--- src/rtl/btn_debounce_multi.sv ---
// btn_debounce_multi: N-channel button conditioner with 2-FF sync, integrating debounce and press/release/long events.
// Define BTN_AUTO_REPEAT_EN to emit repeated o_press pulses every REPEAT_TICKS ticks while a button stays in HELD.
module btn_debounce_multi #(
    parameter int N_BTN        = 5,
    parameter int TICK_DIV     = 1000,
    parameter int SAMPLES      = 8,
    parameter int LONG_TICKS   = 50000,
    parameter int REPEAT_TICKS = 10000
) (
    input  logic             clk,
    input  logic             rst,
    input  logic [N_BTN-1:0] i_btn,
    output logic [N_BTN-1:0] o_level,
    output logic [N_BTN-1:0] o_press,
    output logic [N_BTN-1:0] o_release,
    output logic [N_BTN-1:0] o_long
);
    localparam int TICK_W = (TICK_DIV > 1) ? $clog2(TICK_DIV) : 1;
    localparam int INT_W  = (SAMPLES > 1) ? $clog2(SAMPLES) : 1;
    localparam int HOLD_W = $clog2(LONG_TICKS + 1);

    localparam logic [TICK_W-1:0] TICK_LAST = TICK_W'(TICK_DIV - 1);
    localparam logic [INT_W-1:0]  INT_LAST  = INT_W'(SAMPLES - 1);
    localparam logic [HOLD_W-1:0] HOLD_LAST = HOLD_W'(LONG_TICKS - 1);
    localparam logic [HOLD_W-1:0] HOLD_DONE = HOLD_W'(LONG_TICKS);

`ifdef BTN_AUTO_REPEAT_EN
    localparam int REP_W = $clog2(REPEAT_TICKS + 1);
    localparam logic [REP_W-1:0] REP_LAST = REP_W'(REPEAT_TICKS - 1);

    logic [N_BTN-1:0][REP_W-1:0] r_rep_cnt;
`endif

    typedef enum logic [1:0] {
        ST_IDLE,
        ST_PRESSED,
        ST_HELD
    } state_t;

    logic [TICK_W-1:0]            r_tick_cnt;
    logic                         w_tick;
    logic [N_BTN-1:0]             r_meta;
    logic [N_BTN-1:0]             r_sync;
    logic [N_BTN-1:0][INT_W-1:0]  r_int_cnt;
    logic [N_BTN-1:0][HOLD_W-1:0] r_hold_cnt;
    logic [N_BTN-1:0]             w_flip;
    state_t                       r_state [N_BTN];

    assign w_tick = (r_tick_cnt == TICK_LAST);

    // NOTE: state registers use non-blocking assignments so every flop samples pre-edge values.
    always_ff @(posedge clk or posedge rst) begin
        if (rst) begin
            r_tick_cnt <= '0;
            r_meta     <= '0;
            r_sync     <= '0;
        end else begin
            r_tick_cnt <= w_tick ? '0 : r_tick_cnt + 1'b1;
            r_meta     <= i_btn;
            r_sync     <= r_meta;
        end
    end

    // A flip happens on the SAMPLES-th consecutive disagreeing tick.
    always_comb begin
        w_flip = '0;
        for (int i = 0; i < N_BTN; i++) begin
            w_flip[i] = w_tick && (r_sync[i] != o_level[i]) && (r_int_cnt[i] == INT_LAST);
        end
    end

    always_ff @(posedge clk or posedge rst) begin
        if (rst) begin
            o_level    <= '0;
            o_press    <= '0;
            o_release  <= '0;
            o_long     <= '0;
            r_int_cnt  <= '0;
            r_hold_cnt <= '0;
`ifdef BTN_AUTO_REPEAT_EN
            r_rep_cnt  <= '0;
`endif
            for (int i = 0; i < N_BTN; i++) begin
                r_state[i] <= ST_IDLE;
            end
        end else begin
            o_press   <= '0;
            o_release <= '0;
            o_long    <= '0;
            for (int i = 0; i < N_BTN; i++) begin
                if (w_tick) begin
                    if (r_sync[i] == o_level[i]) begin
                        r_int_cnt[i] <= '0;
                    end else if (w_flip[i]) begin
                        o_level[i]   <= ~o_level[i];
                        r_int_cnt[i] <= '0;
                    end else begin
                        r_int_cnt[i] <= r_int_cnt[i] + 1'b1;
                    end
                end

                // A debounced fall overrides everything, including a coincident long threshold.
                if (w_flip[i] && o_level[i]) begin
                    o_release[i]  <= 1'b1;
                    r_state[i]    <= ST_IDLE;
                    r_hold_cnt[i] <= '0;
`ifdef BTN_AUTO_REPEAT_EN
                    r_rep_cnt[i]  <= '0;
`endif
                end else begin
                    case (r_state[i])
                        ST_IDLE: begin
                            if (w_flip[i]) begin
                                o_press[i]    <= 1'b1;
                                r_state[i]    <= ST_PRESSED;
                                r_hold_cnt[i] <= '0;
                            end
                        end
                        ST_PRESSED: begin
                            if (w_tick) begin
                                if (r_hold_cnt[i] == HOLD_LAST) begin
                                    o_long[i]     <= 1'b1;
                                    r_state[i]    <= ST_HELD;
                                    r_hold_cnt[i] <= HOLD_DONE;
`ifdef BTN_AUTO_REPEAT_EN
                                    r_rep_cnt[i]  <= '0;
`endif
                                end else begin
                                    r_hold_cnt[i] <= r_hold_cnt[i] + 1'b1;
                                end
                            end
                        end
                        ST_HELD: begin
`ifdef BTN_AUTO_REPEAT_EN
                            if (w_tick) begin
                                if (r_rep_cnt[i] == REP_LAST) begin
                                    o_press[i]   <= 1'b1;
                                    r_rep_cnt[i] <= '0;
                                end else begin
                                    r_rep_cnt[i] <= r_rep_cnt[i] + 1'b1;
                                end
                            end
`endif
                        end
                        default: r_state[i] <= ST_IDLE;
                    endcase
                end
            end
        end
    end
endmodule

--- config.mk ---
export PLATFORM = sky130hd
export DESIGN_NAME = btn_debounce_multi
export DESIGN_NICKNAME = d
export VERILOG_FILES = /design/src/rtl/btn_debounce_multi.sv
export SDC_FILE = /design/constraint.sdc
export NUM_CORES = 1
export LEC_CHECK = 0
export CAP_MARGIN = 20
export CORE_ASPECT_RATIO = 1.2
export CORE_MARGIN = 2
export CORE_UTILIZATION = 54
export CTS_CLUSTER_DIAMETER = 200
export DETAILED_ROUTE_END_ITERATION = 8
export PLACE_DENSITY = 0.83
export SYNTH_ARGS = -nofsm -noshare
export SYNTH_HDL_FRONTEND = slang
export SYNTH_SLANG_ARGS = --single-unit
export TNS_END_PERCENT = 50
--- constraint.sdc ---
create_clock -name clk -period 7.7 [get_ports clk]
set_input_delay 2.31 -clock clk [delete_from_list [all_inputs] [get_ports clk]]
set_output_delay 2.31 -clock clk [all_outputs]
set_load 0.005 [all_outputs]
Word level (Yosys, flattened, before mapping)
Index checks and enable logic that the tools add are counted.
{"block": "op_classes", "add_sub_neg": 11, "mul": 0, "div": 0, "n_lt_le_gt_ge": 0, "n_eq_ne": 51, "shift": 0, "muxes": 101, "n_bitwise": 10, "reduce_logical": 40}
{"operator": "$mux W16", "count": 20}
{"operator": "$pmux W16 S2", "count": 5}
{"operator": "$add A16 B1 Y16 const B", "count": 5}
{"operator": "$eq A16 B16 Y1 const B", "count": 5}
{"operator": "$ne A3 B3 Y1 const B", "count": 15}
{"operator": "$mux W1", "count": 40}
{"operator": "$mux W2", "count": 20}
{"operator": "$mux W3", "count": 10}
{"operator": "$pmux W2 S3", "count": 5}
{"operator": "$reduce_and A3 Y1", "count": 10}
{"operator": "$reduce_and A4 Y1", "count": 5}
{"operator": "$add A3 B1 Y3 const B", "count": 5}
{"operator": "$eq A3 B3 Y1 const B", "count": 5}
{"operator": "$logic_and A1 B1 Y1", "count": 15}
{"operator": "$reduce_bool A3 Y1", "count": 5}
{"operator": "$add A10 B1 Y10 const B", "count": 1}
{"operator": "$eq A10 B10 Y1 const B", "count": 1}
{"operator": "$eq A2 B1 Y1 const B", "count": 5}
{"operator": "$eq A2 B2 Y1 const B", "count": 5}
{"operator": "$logic_not A2 Y1", "count": 5}
{"operator": "$mux W10", "count": 1}
{"operator": "$ne A2 B2 Y1 const B", "count": 5}
{"operator": "$not A1 Y1", "count": 10}
{"operator": "$eq A1 B1 Y1", "count": 5}
{"operator": "$ne A1 B1 Y1", "count": 5}
{"block": "totals", "regBits": 145, "latch_bits": 0, "ramBits": 0, "rom_bits": 0, "output_inout_bits": 20, "memories": 0}

Logic depth before layout (Yosys ltp)
{"block": "depth", "word_depth": 6, "ltp_mapped": 8, "mapped_depth_nobuf": 7}

Worst setup path before layout
No wires, ideal clock.
{"block": "synth_path", "path_kind": "reg2out", "startpoint": "register o_level[1]", "endpoint": "output o_level[1]", "arrival_time_ns": 0.424, "t_required_ns": 5.390, "setup_slack_ns": 4.966, "stages_incl_launch_ff": 1, "path_buffers": 0, "cell_sequence": "dfrtp_1"}
{"item": "start, declared", "line_no": "13", "rtl": "output logic [N_BTN-1:0] o_level,"}
{"item": "start signal, assigned by index", "line_no": "95", "rtl": "o_level[i] <= ~o_level[i];"}
No word-level cell between the ends.

Worst setup path in the final report
{"block": "layout_path", "startpoint": "register o_level[1]", "endpoint": "output o_level[1]"}
No word-level cell between the ends.

==> reports/summary.txt <==
Required @ worst endpoint: 5390 ps
# resized after CTS: 0
Pre-antenna DRT Iters: 5
CP top delay family: buffers and inverters
Crit path from: o_level[1]$_DFFE_PP0P_
Vias: 6350
Core Box Area: 0.01376 mm2
Netlist Area Pre-Place: 0.007564 mm2
Outcome: finished clean
Clock power frac: 0.526
Terminus of the critical flop-to-flop path: r_hold_cnt[75]$_DFFE_PP0P_
Synth area leaders: dfrtp_1, nand2_1, o21ai_0
Crit-path max cell delay: 550 ps
Area leader, netlist: dfrtp_1
Pin count of the biggest net entering global routing: 76
Comb power frac: 0.013
Sw Pwr: 336.3 uW
Pwr dens: 193.3 mW/mm2
Congestion Overflow GR: 0
Synthesis-stage register bit count: 145
Total nets after synthesis: 829
Area share of the largest cell type after synthesis: 0.4797
Final setup violation count: 0
Post-DR wirelength/cell: 16.10 um
Tcrit/Tclk final: 0.4881
Final ANT Viol Nets: 0
CP Capture Type: output port
Avg Inst Size Synth: 9.384 um2
Clk pin slew, worst setup/hold paths: 60 ps
Post-Route WL: 16.31 mm
TritonCTS buffer count: 17
Post-route DRC: 0
Worst setup SP type: flip-flop
Clk Latency, worst-skew pair: 430 ps
Worst Clk Skew: 8.263 ps
VDD IR max: 124.2 uV
Crit path DAT: 1450 ps
WHS: 348.2 ps
Min cycle time layout: 3759 ps
Cells after Synth: 806
GRT Resource Usage Total: 0.2247
Worst Reg-to-Reg Cells: 7
Min-Delay Path Class: flip-flop to flip-flop
Setup TNS Final: 0 ps
Proportion of layout cells with a drive suffix above 1: 0.06770
Utilization after layout: 0.6258
IO Count: 27
Reg2reg start: r_tick_cnt[0]$_DFF_PP0_
Synth warn: 0
Slowest cell on the critical path: clkdlybuf4s50_1
Die Y: 133.6 um
Ys flop type: dfrtp_1
Area Growth Syn to Fin: 13.85%
Clk buf depth: 2
Leakage power: 3.565 nW
H-Tree Depth: 4
Number of synthesized flops with an enable pin: 0
Slew margin rel.: 0.2939
CTS Hold Bufs: 0
CTS root buffer: clkbuf_16
Initial core utilization: 0.5496
CTS Sinks: 145
Initial DRC Count: 499
Sw frac: 0.2021
Max-cap violations: 0
Via/cell ratio: 6.269
Achievable frequency: 266.1 MHz
Die Wd: 112.0 um
Nets: 852
Initial antenna violation count: 0
Worst-path maximum fanout: 8
Port Buffer Count: 26
CTS tree: yes
R2R Setup Slk: 4570 ps
Sequential fraction of the synthesis area: 0.4797
Worst setup path end: o_level[1]
FFs w/ async S/R, synth: 1.000
Final hold vios: 0
Cell Chain, Critical Path: clkdlybuf4s50_1
Reg power frac: 0.461
Crit path buffers/inverters: 1
Pins Over Slew Limit: 0
First-pass GRT wire length: 27.54 mm
Actual slew at the worst max-slew pin: 1052 ps
RSZ-0062 raised after global routing: false
Vias in the first global route: 5808
DP HPWL: 10.42 mm
Total setup buffers inserted after CTS: 0
Unique masters post-synth: 67
RD Place Congestion: 0.8418
Internal power: 1.328 mW
WS Path Type: flip-flop to output port
Ant diodes: 0
Instance count on the critical path: 1
DIE AREA: 0.01497 mm2
# rows: 47
-- routing by layer --
| metal | GRT usage | share of wire |
|---|---|---|
| met5 | 0 | 0 |
| met2 | 0.3758 | 0.50 |
| met1 | 0.2987 | 0.44 |
| met4 | 0.07588 | 0.016 |
| met3 | 0.03958 | 0.049 |
-- flip-flops by register name (all words and copies together) (netlist names) --
signal,flops
o_release,5
r_hold_cnt,80
r_meta,5
o_level,5
r_sync,5
r_state,10
r_int_cnt,15
r_tick_cnt,10
o_long,5
o_press,5
-- worst min path at each step --
stage	from	endpoint	depth (start not counted)
after CTS	r_meta[1]$_DFF_PP0_	r_sync[1]$_DFF_PP0_	0
after global routing	r_meta[1]$_DFF_PP0_	r_sync[1]$_DFF_PP0_	0
after detailed placement	r_meta[1]$_DFF_PP0_	r_sync[1]$_DFF_PP0_	0
final	r_meta[1]$_DFF_PP0_	r_sync[1]$_DFF_PP0_	0
after global placement	r_meta[4]$_DFF_PP0_	r_sync[4]$_DFF_PP0_	0
after floorplan	r_meta[0]$_DFF_PP0_	r_sync[0]$_DFF_PP0_	0
-- cell usage after synthesis (9+ instances only) --
library cell  instances
a21o_1               15
and3_1                9
nor2b_1               9
nand2_1             103
o31ai_1              25
or3_1                11
nand3b_1             12
xnor2_1              12
clkbuf_1             20
ha_1                 16
nand2b_1             11
dfrtp_1             145
nand4_1              18
nand3_1              49
or4_1                10
a22o_1                9
inv_1                29
a21oi_1              24
nor3_1               26
nor2_1               53
nor4_1               13
a2bb2oi_1            10
o21ai_0              67
-- metrics by stage --
stage	power [mW]	instances	instance area (um2)	worst slack, ps
final	1.664	1013	8611	3941
after global routing	1.710	1013	8611	3637
after CTS	1.672	1013	8611	3862
after detailed placement	0.8043	981	7990	3405
after global placement	0.8038	980	7979	3418
after floorplan	0.7949	806	7564	1495
-- cell usage in the layout (no fill, tap or decap), types with 4 or more instances in the layout --
cell	count
a22o_1	9
a2bb2oi_1	10
nor4_1	13
nand2_1	103
dfrtp_1	145
a21oi_1	24
o41ai_1	6
mux2_2	7
xnor2_1	12
nor4bb_1	4
o31ai_1	25
o21a_1	4
and4_1	5
o211ai_1	5
nand3_1	49
nand2b_1	11
inv_1	28
nor2b_1	9
nor3b_1	5
or3_1	11
nor3_1	26
nand3b_1	12
or4_1	10
bufinv_16	4
clkbuf_16	17
nor2_1	53
a211oi_1	4
o2bb2ai_1	6
and3_1	9
or2_2	4
a21o_1	15
buf_4	4
ha_1	16
nand4b_1	4
o21ai_0	67
clkdlybuf4s50_1	26
nand4_1	18
clkinv_2	4
-- power by group through the flow --
stage,Sequential (mW),Combinational [mW],Clock (mW)
floorplan,0.780,0.0147,0
finish,0.767,0.0220,0.875
global route,0.767,0.0262,0.917
global placement,0.781,0.0232,0
detailed placement,0.781,0.0235,0
CTS,0.767,0.0235,0.882
-- cell families after synthesis --
kind of cell	after synthesis	share of synthesized area
XOR/XNOR	15	0.01737
adder cells (fa/ha/maj)	16	0.02647
multiplexers	8	0.01175
buffers and inverters	56	0.02862
AO/OA/AOI/OAI	202	0.1780
flip-flops	145	0.4797
AND/OR/NAND/NOR	364	0.2581
-- area by class of cell --
class	count	area, um2
multi-input combinational	605	3732
timing repair buffer	31	301.5
clock buffer	22	464.2
tap	171	214.0
fill	1123	5150
clock inverter	10	156.4
sequential	145	3628
inverter	29	113.9
(Power assumes the default switching activity.)
